## config.mk

```make
export PLATFORM = sky130hd
export DESIGN_NAME = ex_stage_md
export DESIGN_NICKNAME = d
export VERILOG_FILES = /design/src/rtl/ex_pkg.sv /design/src/rtl/ex_muldiv_iter.sv /design/src/rtl/ex_stage_md.sv
export SDC_FILE = /design/constraint.sdc
export NUM_CORES = 2
export LEC_CHECK = 0
export ABC_AREA = 1
export CORE_MARGIN = 2
export CORE_UTILIZATION = 40
export CTS_BUF_LIST = sky130_fd_sc_hd__clkbuf_8
export DETAILED_ROUTE_END_ITERATION = 8
export GPL_TIMING_DRIVEN = 0
export PLACE_DENSITY = 0.66
export SLEW_MARGIN = 10
export SYNTH_ARGS = -nofsm -noshare
export SYNTH_HDL_FRONTEND = slang
export SYNTH_HIERARCHICAL = 1
export SYNTH_SLANG_ARGS = --single-unit
```

## constraint.sdc

```tcl
create_clock -name clk -period 9.1 [get_ports clk]
set_input_delay 1.365 -clock clk [delete_from_list [all_inputs] [get_ports clk]]
set_output_delay 1.365 -clock clk [all_outputs]
set_load 0.005 [all_outputs]
```

## src/rtl/ex_pkg.sv

```systemverilog
// ex_pkg: shared encodings for the execute stage and its multiply/divide unit.
//   md_op encodings (RV32M funct3 order), M-unit FSM states, ALU operation
//   codes and forwarding-mux select constants.
package ex_pkg;

  // M-extension operations
  localparam logic [2:0] MD_MUL    = 3'd0;
  localparam logic [2:0] MD_MULH   = 3'd1;
  localparam logic [2:0] MD_MULHSU = 3'd2;
  localparam logic [2:0] MD_MULHU  = 3'd3;
  localparam logic [2:0] MD_DIV    = 3'd4;
  localparam logic [2:0] MD_DIVU   = 3'd5;
  localparam logic [2:0] MD_REM    = 3'd6;
  localparam logic [2:0] MD_REMU   = 3'd7;

  typedef enum logic [1:0] {
    MD_IDLE = 2'd0,
    MD_BUSY = 2'd1,
    MD_DONE = 2'd2
  } md_state_t;

  // ALU operations
  localparam logic [3:0] ALU_AND  = 4'b0000;
  localparam logic [3:0] ALU_OR   = 4'b0001;
  localparam logic [3:0] ALU_ADD  = 4'b0010;
  localparam logic [3:0] ALU_XOR  = 4'b0011;
  localparam logic [3:0] ALU_SLL  = 4'b0100;
  localparam logic [3:0] ALU_SRL  = 4'b0101;
  localparam logic [3:0] ALU_SUB  = 4'b0110;
  localparam logic [3:0] ALU_SLT  = 4'b0111;
  localparam logic [3:0] ALU_SRA  = 4'b1000;
  localparam logic [3:0] ALU_SLTU = 4'b1001;

  // Forwarding-mux selects
  localparam logic [1:0] FWD_RF  = 2'b00;
  localparam logic [1:0] FWD_WB  = 2'b01;
  localparam logic [1:0] FWD_MEM = 2'b10;

  // MUL, MULH, MULHSU and MULHU all have op[2] clear
  function automatic logic is_mul(input logic [2:0] op);
    return !op[2];
  endfunction

endpackage

```

## src/rtl/ex_muldiv_iter.sv

```systemverilog
// ex_muldiv_iter: iterative RV32M multiply/divide engine.
//   One shift-add or restoring-subtract step per cycle on operand magnitudes,
//   sign fixup on the final step. Divide-by-zero and signed overflow finish
//   straight from IDLE. Build option MD_FAST_MUL_EN gives multiplies a
//   single-cycle array path.
// Ports: clk, rst (sync, active-high); start/abort/hold handshake; op, a, b
//   operands; stall_c (combinational stall request), done_c (result valid
//   this cycle), res (registered result).
module ex_muldiv_iter
  import ex_pkg::*;
#(
  parameter int unsigned XLEN  = 32,
  parameter int unsigned CNT_W = $clog2(XLEN)
) (
  input  logic            clk,
  input  logic            rst,
  input  logic            start,
  input  logic            abort,
  input  logic            hold,
  input  logic [2:0]      op,
  input  logic [XLEN-1:0] a,
  input  logic [XLEN-1:0] b,
  output logic            stall_c,
  output logic            done_c,
  output logic [XLEN-1:0] res
);

  localparam logic [XLEN-1:0] MIN_VAL = {1'b1, {(XLEN-1){1'b0}}};

  md_state_t        state;
  logic [CNT_W-1:0] cnt;
  logic [XLEN-1:0]  hi, lo, bmag;
  logic [2:0]       op_q;
  logic             q_neg, r_neg;

  // Operand signedness and magnitudes for the incoming op
  logic            a_sgn, b_sgn, a_neg, b_neg;
  logic [XLEN-1:0] a_mag, b_mag;
  logic            div_zero, div_ovf;
  logic [XLEN-1:0] fast_res;
  always_comb begin
    a_sgn    = (op == MD_MULH) || (op == MD_MULHSU) || (op == MD_DIV) || (op == MD_REM);
    b_sgn    = (op == MD_MULH) || (op == MD_DIV) || (op == MD_REM);
    a_neg    = a_sgn & a[XLEN-1];
    b_neg    = b_sgn & b[XLEN-1];
    a_mag    = a_neg ? -a : a;
    b_mag    = b_neg ? -b : b;
    div_zero = op[2] && (b == '0);
    div_ovf  = ((op == MD_DIV) || (op == MD_REM)) && (a == MIN_VAL) && (b == '1);
    // op[1] selects the remainder within the divide group
    if (div_zero) fast_res = op[1] ? a : '1;
    else          fast_res = op[1] ? '0 : MIN_VAL;
  end

`ifdef MD_FAST_MUL_EN
  // Sign/zero-extend to 2*XLEN so the low half of the product is exact
  logic [2*XLEN-1:0] fa, fb, fprod;
  logic [XLEN-1:0]   fmul_res;
  always_comb begin
    fa       = a_sgn ? {{XLEN{a[XLEN-1]}}, a} : {{XLEN{1'b0}}, a};
    fb       = b_sgn ? {{XLEN{b[XLEN-1]}}, b} : {{XLEN{1'b0}}, b};
    fprod    = fa * fb;
    fmul_res = (op == MD_MUL) ? fprod[XLEN-1:0] : fprod[2*XLEN-1:XLEN];
  end
`endif

  // One iteration step plus the sign-corrected result of the last step
  logic [XLEN:0]     mul_sum, div_t;
  logic [XLEN+1:0]   div_d;
  logic [XLEN-1:0]   nhi, nlo, fin;
  logic [2*XLEN-1:0] prod_fix;
  always_comb begin
    mul_sum = {1'b0, hi} + (lo[0] ? {1'b0, bmag} : '0);
    div_t   = {hi, lo[XLEN-1]};
    div_d   = {1'b0, div_t} - {2'b0, bmag};
    if (is_mul(op_q)) begin
      nhi = XLEN'(mul_sum >> 1);
      nlo = {mul_sum[0], lo[XLEN-1:1]};
    end else if (!div_d[XLEN+1]) begin
      nhi = XLEN'(div_d);
      nlo = {lo[XLEN-2:0], 1'b1};
    end else begin
      nhi = XLEN'(div_t);
      nlo = {lo[XLEN-2:0], 1'b0};
    end
    prod_fix = q_neg ? -{nhi, nlo} : {nhi, nlo};
    case (op_q)
      MD_MUL:                      fin = prod_fix[XLEN-1:0];
      MD_MULH, MD_MULHSU, MD_MULHU: fin = prod_fix[2*XLEN-1:XLEN];
      MD_DIV, MD_DIVU:             fin = q_neg ? -nlo : nlo;
      default:                     fin = r_neg ? -nhi : nhi;
    endcase
  end

  // M-unit FSM
  always_ff @(posedge clk) begin
    if (rst) begin
      state <= MD_IDLE;
      cnt   <= '0;
      res   <= '0;
      hi    <= '0;
      lo    <= '0;
      bmag  <= '0;
      op_q  <= MD_MUL;
      q_neg <= 1'b0;
      r_neg <= 1'b0;
    end else begin
      case (state)
        MD_IDLE: begin
          if (start) begin
            op_q  <= op;
            q_neg <= a_neg ^ b_neg;
            r_neg <= a_neg;
            bmag  <= b_mag;
            hi    <= '0;
            lo    <= a_mag;
            cnt   <= '0;
            if (div_zero || div_ovf) begin
              res   <= fast_res;
              state <= MD_DONE;
            end
`ifdef MD_FAST_MUL_EN
            else if (is_mul(op)) begin
              res   <= fmul_res;
              state <= MD_DONE;
            end
`endif
            else begin
              state <= MD_BUSY;
            end
          end
        end
        MD_BUSY: begin
          if (abort) begin
            state <= MD_IDLE;
          end else begin
            hi  <= nhi;
            lo  <= nlo;
            cnt <= cnt + CNT_W'(1);
            if (cnt == CNT_W'(XLEN-1)) begin
              res   <= fin;
              state <= MD_DONE;
            end
          end
        end
        MD_DONE: begin
          // Frozen while the rest of the pipeline is held
          if (abort || !hold) state <= MD_IDLE;
        end
        default: state <= MD_IDLE;
      endcase
    end
  end

  assign stall_c = !rst && (((state == MD_IDLE) && start) || ((state == MD_BUSY) && !abort));
  assign done_c  = (state == MD_DONE) && !abort && !hold;

endmodule

```

## src/rtl/ex_stage_md.sv

```systemverilog
// ex_stage_md: execute stage with forwarding, ALU, branch target adder,
//   EX/MEM control flush and an iterative RV32M multiply/divide unit.
//   Optional build macro MD_FAST_MUL_EN: single-cycle multiplies.
// Ports: clk, rst (sync, active-high); flush/hit/npu_stall pipeline control;
//   ID/EX operands and controls; forwarding indices/data from EX/MEM and
//   MEM/WB; outputs t_addr, result, f_b, zero, f_ex_ctrl, ex_stall, md_done.
module ex_stage_md
  import ex_pkg::*;
#(
  parameter int unsigned XLEN   = 32,
  parameter int unsigned CTRL_W = 5,
  parameter int unsigned CNT_W  = $clog2(XLEN)
) (
  input  logic              clk,
  input  logic              rst,
  input  logic              flush,
  input  logic              hit,
  input  logic              npu_stall,
  input  logic              op_valid,
  input  logic [CTRL_W-1:0] ex_ctrl_in,
  input  logic              alu_src,
  input  logic [3:0]        alu_ctrl,
  input  logic              en_npu,
  input  logic              md_en,
  input  logic [2:0]        md_op,
  input  logic [XLEN-1:0]   pc,
  input  logic [XLEN-1:0]   imm,
  input  logic [4:0]        rs1,
  input  logic [4:0]        rs2,
  input  logic [4:0]        ex_mem_rd,
  input  logic [4:0]        mem_wb_rd,
  input  logic              ex_mem_regwrite,
  input  logic              mem_wb_regwrite,
  input  logic [XLEN-1:0]   ex_mem_fwd,
  input  logic [XLEN-1:0]   wb_fwd,
  input  logic [XLEN-1:0]   rd1,
  input  logic [XLEN-1:0]   rd2,
  output logic [XLEN-1:0]   t_addr,
  output logic [XLEN-1:0]   result,
  output logic [XLEN-1:0]   f_b,
  output logic              zero,
  output logic [CTRL_W-1:0] f_ex_ctrl,
  output logic              ex_stall,
  output logic              md_done
);

  // Forwarding unit: EX/MEM has priority over MEM/WB
  logic [1:0] fwd_a, fwd_b;
  always_comb begin
    fwd_a = FWD_RF;
    fwd_b = FWD_RF;
    if (ex_mem_regwrite && (ex_mem_rd != 5'd0) && (ex_mem_rd == rs1))      fwd_a = FWD_MEM;
    else if (mem_wb_regwrite && (mem_wb_rd != 5'd0) && (mem_wb_rd == rs1)) fwd_a = FWD_WB;
    if (ex_mem_regwrite && (ex_mem_rd != 5'd0) && (ex_mem_rd == rs2))      fwd_b = FWD_MEM;
    else if (mem_wb_regwrite && (mem_wb_rd != 5'd0) && (mem_wb_rd == rs2)) fwd_b = FWD_WB;
  end

  logic [XLEN-1:0] f_a, alu_b, alu_res, md_res;
  always_comb begin
    case (fwd_a)
      FWD_MEM: f_a = ex_mem_fwd;
      FWD_WB:  f_a = wb_fwd;
      default: f_a = rd1;
    endcase
    case (fwd_b)
      FWD_MEM: f_b = ex_mem_fwd;
      FWD_WB:  f_b = wb_fwd;
      default: f_b = rd2;
    endcase
    alu_b = alu_src ? imm : f_b;
  end

  // ALU; NPU mode clamps negative results to zero (ReLU activation)
  logic [CNT_W-1:0] shamt;
  always_comb begin
    shamt = alu_b[CNT_W-1:0];
    case (alu_ctrl)
      ALU_AND:  alu_res = f_a & alu_b;
      ALU_OR:   alu_res = f_a | alu_b;
      ALU_ADD:  alu_res = f_a + alu_b;
      ALU_XOR:  alu_res = f_a ^ alu_b;
      ALU_SLL:  alu_res = f_a << shamt;
      ALU_SRL:  alu_res = f_a >> shamt;
      ALU_SUB:  alu_res = f_a - alu_b;
      ALU_SLT:  alu_res = {{(XLEN-1){1'b0}}, ($signed(f_a) < $signed(alu_b))};
      ALU_SRA:  alu_res = $unsigned($signed(f_a) >>> shamt);
      ALU_SLTU: alu_res = {{(XLEN-1){1'b0}}, (f_a < alu_b)};
      default:  alu_res = '0;
    endcase
    if (en_npu && alu_res[XLEN-1]) alu_res = '0;
  end

  ex_muldiv_iter #(
    .XLEN  (XLEN),
    .CNT_W (CNT_W)
  ) u_md (
    .clk     (clk),
    .rst     (rst),
    .start   (op_valid && md_en && !flush),
    .abort   (flush),
    .hold    (npu_stall || !hit),
    .op      (md_op),
    .a       (f_a),
    .b       (f_b),
    .stall_c (ex_stall),
    .done_c  (md_done),
    .res     (md_res)
  );

  assign zero      = (alu_res == '0);
  assign result    = md_done ? md_res : alu_res;
  assign t_addr    = pc + (imm << 1);
  // Bubble into EX/MEM on any flush, hold or stall
  assign f_ex_ctrl = (rst || flush || !hit || npu_stall || ex_stall) ? '0 : ex_ctrl_in;

endmodule

```

==> results.tsv <==
stage	metric	value	unit
status	status	finished with violations	
status	violations	negative setup slack	
die	rows	101	
detailed_routing	wl_met2	77.4	mm
detailed_routing	wl_met3	17.0	mm
synth	synthArstFlopShare	0	%
detailed_routing	num_vias	42200	
final_layout	design_area	0.0367	mm2
final_layout	syn2layout_area_growth	19.8	%
synth	synth_cells	5726	
critical_path	cp.arrival	7.76	ns
timing	setup_viol	1	
final_layout	seq_area	0.00280	mm2
detailed_routing	highest_layer	met5	
run	maxCapViolCount	0	
clock_tree	clockRootBuffer	clkbuf_8	
timing	min_period	9.12	ns
detailed_routing	detail-route-antenna-nets	0	
synth	ys_types	70	
final_layout	drive_gt1_share	9.00	%
grt	grt_first_pass_wirelength	261	mm
critical_path	r2r_cells	23	
critical_path	slowest_delay	0.97	ns
synth	yosysWarnings	6	
power_and_ir_drop	p_leak	18.3	nW
die	start_util	40.3	%
power_and_ir_drop	cellPowerDensity	102	mW/mm2
timing	fin_crit_sh	100	%
synth	yosys_most_used_dff	dfxtp_1	
detailed_routing	wl_per_cell	25.8	um
clock_tree	clockBufferDepth	2	
detailed_routing	routed_via_density	5.93	
die	fp.dieW	281	um
timing	worstMarginPinSlew	1.38	ns
die	die_h	281	um
critical_path	regToRegStartpoint	u_md/lo[0]	
critical_path	startpoint	ex_mem_rd[0]	
timing	fin_worst_skew	0.0441	ns
grt	antenna_found_initial	10	
synth	synth_area	0.0306	mm2
synth	synth_nets	6164	
grt	grt_max_degree	21	
detailed_routing	drt-met1-wl	71.1	mm
critical_path	start_kind	input port	
timing	timing.final.ws_setup	-0.0210	ns
timing	hold_viol	0	
clock_tree	cts.hold.buffers_added	0	
placement	portBuffers	337	
hold_path	whs_path_depth	2	
die	core	0.0759	mm2
clock_tree	h-tree-depth	4	
grt	gr-total-overflow	0	
placement	dpl_cell_area	0.0353	mm2
clock_tree	insertion_delay	0.54	ns
critical_path	critPathRequiredTime	7.74	ns
synth	syn_avg_cell_area	5.35	um2
critical_path	crit_path_frequent_cell	nand2_1	
final_layout	nets	6516	
final_layout	final_cell_mix	nand2_1 (1606), inv_1 (762), nand3_1 (720)	
synth	synth-seq-cells	140	
grt	track_usage	45.1	%
detailed_routing	drt_iter0_drc	5463	
hold_path	hold_class	reg -> reg	
critical_path	worst-path-max-fanout	10	
hold_path	hp-start	u_md/lo[6]	
placement	post-dp-hpwl	154	mm
placement	place_congestion	1.13	
critical_path	endpoint_kind	primary output	
clock_tree	cts-buffers-inserted	17	
final_layout	final_common_cell	nand2_1	
clock_tree	clock-sinks	140	
timing	drv_slew	0	
die	die_area	0.0788	mm2
critical_path	crit_slowest_cell	a2111oi_1	
detailed_routing	wl	184	mm
die	pin_count	339	
timing	timing.slew.headroom	8.23	%
detailed_routing	firstDrtPassIters	7	
grt	grt_pass1_vias	39200	
power_and_ir_drop	vdd_drop_max	0.108	mV
timing	fin_setup_tns	-0.0210	ns
final_layout	multi_input_area	0.0244	mm2
clock_tree	path_clk_slew	0.10	ns
synth	synth_edf_count	0	
timing	fmax	110	MHz
final_layout	fillerInstances	8523	
clock_tree	cts_tree	done	
critical_path	crit_type	in -> out	
detailed_routing	drc	0	
synth	yosysSeqAreaShare	9.15	%
==> state kept, by name, indices dropped and copies added (netlist names) <==
name        cells
u_md/bmag      32
u_md/cnt        5
u_md/hi        32
u_md/lo        32
u_md/op_q       3
u_md/q_neg      1
u_md/r_neg      1
u_md/res       32
u_md/state      2
==> critical path, delay by kind of cell <==
family / cells / cell delay, ns
AO/OA/AOI/OAI: 6 / 1.95
adder cells (fa/ha/maj): 1 / 0.25
buffers and inverters: 7 / 1.93
AND/OR/NAND/NOR: 14 / 2.21
==> routing by layer <==
| metal | vias to the layer above | track usage (%) |
|---|---|---|
| met5 | - | 0 |
| li1 | 19400 | - |
| met1 | 19600 | 55.0 |
| met2 | 2568 | 70.2 |
| met3 | 613 | 7.24 |
| met4 | 4 | 36.2 |
==> synth_stat cells, types with 45 or more instances <==
library cell	n	area (um2)
a21oi_1	448	2240
clkbuf_1	132	495
dfxtp_1	140	2800
ha_1	198	2480
inv_1	764	2870
nand2_1	1608	6040
nand2_2	50	313
nand3_1	734	3670
nand3b_1	45	338
nand4_1	51	319
nor2_1	464	1740
nor3_1	67	335
o21ai_0	319	1600
o22ai_1	61	382
or2_2	59	369
xor2_1	88	771
==> final cells by class <==
type	instances	share of cell area, %
multi-input cells	4554	66.5
diodes	2	0.0136
inverters	794	8.19
clock inverters	15	0.515
clock buffers	17	0.637
repair buffers	355	9.56
plain buffers	216	3.42
flip-flops and latches	140	7.63
well taps	1030	3.51
==> worst paths after layout <==
path / to / slack, ns
setup / recovery: zero / -0.02
hold / removal: u_md/lo[6] / 0.47
setup reg to reg: u_md/res[31] / 4.02
hold reg to reg: u_md/lo[6] / 0.47
==> metrics by stage <==
| step | power [W] | hold WS (ns) | worst slack, ns | cells | util, % |
|---|---|---|---|---|---|
| 6_report | 0.00373 | 0.474 | -0.0210 | 7123 | 48.3 |
| 5_1_grt | 0.00390 | 0.484 | -0.0132 | 7122 | 48.3 |
| 3_3_place_gp | 0.00298 | 0.453 | -2.98 | 7093 | 46.5 |
| 4_1_cts | 0.00358 | 0.472 | 0.00182 | 7117 | 47.7 |
| 2_1_floorplan | 0.00203 | 0.429 | 2.30 | 5726 | - |
| 3_5_place_dp | 0.00298 | 0.457 | -1.93 | 7097 | 46.5 |
==> kinds of logic (layout without fill, tap and decap cells) <==
logic type	count (synthesis)	count (layout)	share of synthesized area, %
and+or+nand+nor	3209	3209	46.7
buffers and inverters	1032	1397	13.9
AOI/OAI and AO/OA	1026	1026	18.5
adders and majority gates	203	203	8.41
DFF	140	140	9.15
xor gates and xnor gates	116	116	3.32
other	0	2	0
==> repair_timing <==
item | 4_1_cts | 5_1_grt
setup endpoints to repair | 33 | 33
pin swaps | 4 | 14
resized for setup | 151 | 118
setup buffers | 5 | 9
cloned | 0 | 0
==> power by group <==
group	switching, W	internal (W)	leakage, nW	total (W)
clock network	0.000331	0.000236	0.212	0.000568
logic	0.00170	0.000814	17.0	0.00251
registers	0.0000152	0.000633	1.13	0.000648
total	0.00205	0.00168	18.3	0.00373
(Power assumes the default switching activity.)
